===== config.mk =====
export PLATFORM = sky130hd
export DESIGN_NAME = nbcac_seq_decoder
export DESIGN_NICKNAME = d
export VERILOG_FILES = /design/src/rtl/nbcac_pkg.sv /design/src/rtl/nbcac_weight_slice.sv /design/src/rtl/nbcac_seq_decoder.sv
export SDC_FILE = /design/constraint.sdc
export NUM_CORES = 1
export LEC_CHECK = 0
export CAP_MARGIN = 5
export CORE_MARGIN = 2
export CORE_UTILIZATION = 53
export CTS_CLUSTER_DIAMETER = 150
export DETAILED_ROUTE_END_ITERATION = 12
export PLACE_DENSITY = 0.76
export SLEW_MARGIN = 10
export SYNTH_ARGS = -nofsm -noshare
export SYNTH_HDL_FRONTEND = slang
export SYNTH_SLANG_ARGS = --single-unit
export TNS_END_PERCENT = 1

===== constraint.sdc =====
create_clock -name clk -period 6.6 [get_ports clk]
set_clock_uncertainty 0.2 [all_clocks]
set_input_delay 0.66 -clock clk [delete_from_list [all_inputs] [get_ports clk]]
set_output_delay 0.66 -clock clk [all_outputs]
set_load 0.02 [all_outputs]

===== src/rtl/nbcac_pkg.sv =====
// Shared constants and elaboration-time helpers for the sequential NBCAC decoder.
// Weights follow the Fibonacci-like recurrence anchored at the top wires.
package nbcac_pkg;

  localparam logic [1:0] ST_IDLE = 2'd0;
  localparam logic [1:0] ST_ACC  = 2'd1;
  localparam logic [1:0] ST_DONE = 2'd2;

  // Weight of wire k (1-based); positions outside 1..cw_w weigh nothing.
  function automatic longint unsigned nbcac_weight(input int cw_w, input int k);
    longint unsigned w_k1, w_k2, w_k;
    if (k < 1 || k > cw_w) return 0;
    if (k == 1) return 1;
    if (k >= cw_w - 1) return 2;
    w_k1 = 2;
    w_k2 = 2;
    w_k  = 0;
    for (int j = cw_w - 2; j >= k; j--) begin
      w_k  = w_k1 + w_k2;
      w_k2 = w_k1;
      w_k1 = w_k;
    end
    return w_k;
  endfunction

  function automatic int nbcac_acc_w(input int cw_w);
    longint unsigned total;
    int w;
    total = 0;
    for (int k = 1; k <= cw_w; k++) total += nbcac_weight(cw_w, k);
    w = 0;
    while ((64'd1 << w) <= total) w++;
    return w;
  endfunction

  function automatic int nbcac_nstep(input int cw_w, input int lanes);
    return (cw_w + lanes - 1) / lanes;
  endfunction

endpackage


===== src/rtl/nbcac_weight_slice.sv =====
// Combinational partial sum of LANES codeword bits for the current step.
// Weights are a constant table indexed by step*LANES+j; padding positions weigh zero.
module nbcac_weight_slice
  import nbcac_pkg::*;
#(
  parameter int CW_W  = 14,
  parameter int LANES = 1,
  parameter int ACC_W = 11
) (
  input  logic [((nbcac_nstep(CW_W, LANES) > 1) ? $clog2(nbcac_nstep(CW_W, LANES)) : 1)-1:0] step,
  input  logic [LANES-1:0] bits,
  output logic [ACC_W-1:0] psum
);

  localparam int NSTEP  = nbcac_nstep(CW_W, LANES);
  localparam int STEP_W = (NSTEP > 1) ? $clog2(NSTEP) : 1;
  localparam int NPOS   = NSTEP * LANES;

  logic [ACC_W-1:0] wtab [NPOS];

  for (genvar p = 0; p < NPOS; p++) begin : g_wtab
    assign wtab[p] = ACC_W'(nbcac_weight(CW_W, p + 1));
  end

  always_comb begin
    // NOTE: psum gets a default before any conditional add, so no latch is inferred.
    psum = '0;
    for (int s = 0; s < NSTEP; s++) begin
      if (step == STEP_W'(s)) begin
        for (int j = 0; j < LANES; j++) begin
          if (bits[j]) psum = psum + wtab[s*LANES + j];
        end
      end
    end
  end

endmodule


===== src/rtl/nbcac_seq_decoder.sv =====
// Sequential NBCAC decoder: folds LANES codeword bits per cycle into a weighted sum
// and hands out the low DATA_W bits plus an overflow flag over valid/ready.
module nbcac_seq_decoder
  import nbcac_pkg::*;
#(
  parameter int CW_W   = 14,
  parameter int DATA_W = 10,
  parameter int LANES  = 1
) (
  input  logic              clk,
  input  logic              rst,
  input  logic              in_valid,
  output logic              in_ready,
  input  logic [CW_W-1:0]   in_cw,
  output logic              out_valid,
  input  logic              out_ready,
  output logic [DATA_W-1:0] out_v,
  output logic              out_err,
  output logic              busy
);

  localparam int NSTEP  = nbcac_nstep(CW_W, LANES);
  localparam int ACC_W  = nbcac_acc_w(CW_W);
  localparam int STEP_W = (NSTEP > 1) ? $clog2(NSTEP) : 1;
  localparam int SR_W   = NSTEP * LANES;
  localparam int EXT_W  = ((ACC_W > DATA_W) ? ACC_W : DATA_W) + 1;

  logic [1:0]        state;
  logic [SR_W-1:0]   sr;
  logic [ACC_W-1:0]  acc;
  logic [ACC_W-1:0]  psum;
  logic [STEP_W-1:0] step;
  logic [EXT_W-1:0]  sum_ext;
  logic              last_step;
  logic              accept;

  nbcac_weight_slice #(
    .CW_W  (CW_W),
    .LANES (LANES),
    .ACC_W (ACC_W)
  ) u_slice (
    .step (step),
    .bits (sr[LANES-1:0]),
    .psum (psum)
  );

  // Extended so the overflow test sees bits above DATA_W even when ACC_W <= DATA_W.
  assign sum_ext   = EXT_W'(acc) + EXT_W'(psum);
  assign last_step = (step == STEP_W'(NSTEP - 1));
  assign in_ready  = (state == ST_IDLE) || ((state == ST_DONE) && out_ready);
  assign accept    = in_valid && in_ready;
  assign out_valid = (state == ST_DONE);
  assign busy      = (state != ST_IDLE);

  // NOTE: every state register uses <= so all branches read pre-edge values.
  always_ff @(posedge clk or posedge rst) begin
    if (rst) begin
      // NOTE: sr is an ordinary register, not a memory, so it is cleared with the rest.
      state   <= ST_IDLE;
      sr      <= '0;
      acc     <= '0;
      step    <= '0;
      out_v   <= '0;
      out_err <= 1'b0;
    end else begin
      case (state)
        ST_IDLE: begin
          if (accept) begin
            sr    <= SR_W'(in_cw);
            acc   <= '0;
            step  <= '0;
            state <= ST_ACC;
          end
        end
        ST_ACC: begin
          acc  <= sum_ext[ACC_W-1:0];
          sr   <= sr >> LANES;
          step <= step + 1'b1;
          if (last_step) begin
            out_v   <= sum_ext[DATA_W-1:0];
            out_err <= |(sum_ext >> DATA_W);
            state   <= ST_DONE;
          end
        end
        ST_DONE: begin
          // Retiring and reloading share one edge so a non-stalling sink sees full rate.
          if (out_ready) begin
            if (in_valid) begin
              sr    <= SR_W'(in_cw);
              acc   <= '0;
              step  <= '0;
              state <= ST_ACC;
            end else begin
              state <= ST_IDLE;
            end
          end
        end
        default: state <= ST_IDLE;
      endcase
    end
  end

endmodule


==> metrics.txt <==
status finished, final reports clean; final slew viol count 0; largest net degree at the start of global routing 43; vias per cell 5.71; initial antenna violation count 0; Final Hold Vio Count 0; IO Port Bufs 31; placed cells 552; post-synthesis instance area 0.00363 mm²; Ys Warns 0; Hold WC Path Type reg2reg; fin worst setup slack 0.0182 ns; Max Cap Violations 0; clock latency on the worst-skew pair 0.29 ns; Period Utilization, post-route 99.7%; number of synthesized register bits 42; Final Wtd Congestion 0.887; first-pass GRT wire length 14.2 mm; max frequency 152 MHz; Antenna diodes 0; Core Area 0.00672 mm²; critical path capture point type register; Main synth FF type dfrtp_1; CP max stage cell dfrtp_1; fraction of registers with async set/reset 100%; Layout Cells excl Fill 567; dpl hpwl 6.04 mm; TritonCTS Sinks 42; Req. time, crit path 6.62 ns; Fin Hold WS 0.283 ns; Syn Inst Count 447; Net count, final 533; DRC violations left 0; clk buf depth 2; GR Util All Layers 23.2%; unique cell type count in the Yosys netlist 71; CTS tree built; Syn Nets 494; starting density of the core 54.0%; Die Area 0.00752 mm²; P per Cell Area 608 mW/mm²; Synth Area per Inst 8.11 µm²; Die H 86.7 µm; Setup WS pre-CTS -0.0901 ns; share of cells above drive strength 1 17.0%; area grow syn2layout 20.2%; EDFF count, synth 0; Tmin final 6.58 ns; DR iter-0 viols 122; critical path fanouts, max 3; GR Overflow Total 0; IO Pins 32; ANT nets after route 0; Seq/Total Area, Yosys 29.0%; unrepaired setup endpoints after global routing true; Max IR drop VDD 0.440 mV; final setup vio count 0; CTS Buf Count 5; vias 3236; vias in the first global route 3160; Worst-path clk slew 0.08 ns; htree depth 2; Root Driver clkbuf_8; critical path's largest stage delay 0.39 ns; Routed Wire Length 8.25 mm; Finished Core Util 64.9%; Critical Path AT 6.60 ns; FILL cells 551; DRT Pass-1 Iters 4; CP Launch Type register; hold buffer count at CTS 0; wire per inst 14.6 µm; Die Wd 86.7 µm; Max-slew headroom 40.8%; CP Class reg2reg; most frequent CP cell ha_1; total design power 0.00265 W; Core Rows 30; LEAKAGE 1.90 nW; actual slew at the worst max-slew pin 0.886 ns
-- critical path, delay by kind of cell (launching register included) --
family / cells / cell delay [ns]
buffers and inverters: 2 / 0.22
xor gates and xnor gates: 2 / 0.30
and+or+nand+nor: 9 / 0.98
AOI/OAI and AO/OA: 11 / 1.57
adders and majority gates: 9 / 2.29
DFF: 1 / 0.39
muxes: 3 / 0.53
-- sequential cells by signal, indices dropped and copies added, names as in the netlist --
register	flops
acc	11
step	4
out_err	1
out_v	10
sr	14
state	2
-- Yosys cell counts, drive strengths merged, types with 4 or more instances --
cell    instances  area [µm²]
nand2          78         293
dfrtp          42        1050
o21ai          38         190
nor2           31         126
ha             28         350
inv            25        93.8
nand3          22         110
xnor2          18         173
a21oi          16        91.3
clkbuf         16        60.1
a31oi          13        81.3
xor2           12         113
and3           10        67.6
buf             9        67.6
nor2b           7        43.8
o211ai          7        57.6
nand2b          6        37.5
o31ai           6        50.1
mux2i           5        66.3
a21o            4        30.0
nor3            4        20.0
-- cells by family after synthesis --
logic type	count (synthesis)	share of synthesized area [%]
flip-flops	42	29.0
multiplexers	8	2.86
other	1	0.103
adder cells (fa/ha/maj)	29	10.2
AND/OR/NAND/NOR	183	24.4
buffers and inverters	50	6.11
AO/OA/AOI/OAI	104	19.5
XOR/XNOR	30	7.86
-- metal layers --
metal  share of wire [%]  vias up  global-route usage, %  wire length (µm)
met2                  49       57                   39.6              4010
met1                  47     1532                   31.0              3850
met3                 3.2       12                   2.76               263
li1                    -     1635                      -                 -
met4                 1.5        0                   6.39               121
met5                   0        -                      0                 0
-- final timing paths --
| kind | start | end | slack [ns] | depth (start not counted) |
|---|---|---|---|---|
| setup / recovery | step[1] | out_err | 0.02 | 36 |
| hold / removal | out_v[6] | out_v[6] | 0.28 | 2 |
| setup reg to reg | step[1] | out_err | 0.02 | 36 |
| hold reg to reg | out_v[6] | out_v[6] | 0.28 | 2 |
| max in group asynchronous | rst | sr[1] | 5.25 | 3 |
| min in group asynchronous | rst | out_v[5] | 0.59 | 3 |
-- layout by cell type, fill, tap and decap left out, types with 13 or more instances in the layout --
cell / count
a31oi_1: 13
buf_4: 26
clkdlybuf4s50_1: 31
dfrtp_1: 42
ha_1: 24
inv_1: 22
nand2_1: 75
nand3_1: 21
nor2_1: 28
o21ai_0: 30
xnor2_1: 14
-- per-stage QoR --
step,area (µm²),setup TNS (ns)
after floorplan,3710,-0.228
after detailed placement,4130,-0.182
after global routing,4360,-2.09
after CTS,4300,0
after global placement,4130,0
final,4360,0
-- report_power, final --
group          total [W]  switching (W)  leakage, nW  internal, W
Combinational    0.00199        0.00113         1.34     0.000865
Sequential      0.000461      0.0000730        0.507     0.000388
Clock           0.000198      0.0000847       0.0524     0.000113
Total            0.00265        0.00128         1.90      0.00137
-- area by class of cell --
| cell class | count | area, µm² | share of cell area (%) |
|---|---|---|---|
| multi-input cells | 355 | 2500 | 57.4 |
| flip-flops and latches | 42 | 1050 | 24.1 |
| repair buffers | 57 | 505 | 11.6 |
| well taps | 80 | 100 | 2.30 |
| inverters | 25 | 93.8 | 2.15 |
| clock buffers | 7 | 76.3 | 1.75 |
| clock inverters | 1 | 30.0 | 0.689 |
-- repair_timing --
item                                    CTS  global route
pin swaps                                11             3
setup buffers                             6             1
resized for setup                         2            14
endpoints found under the setup margin    4            12
Power figures use the tool's default switching activity.
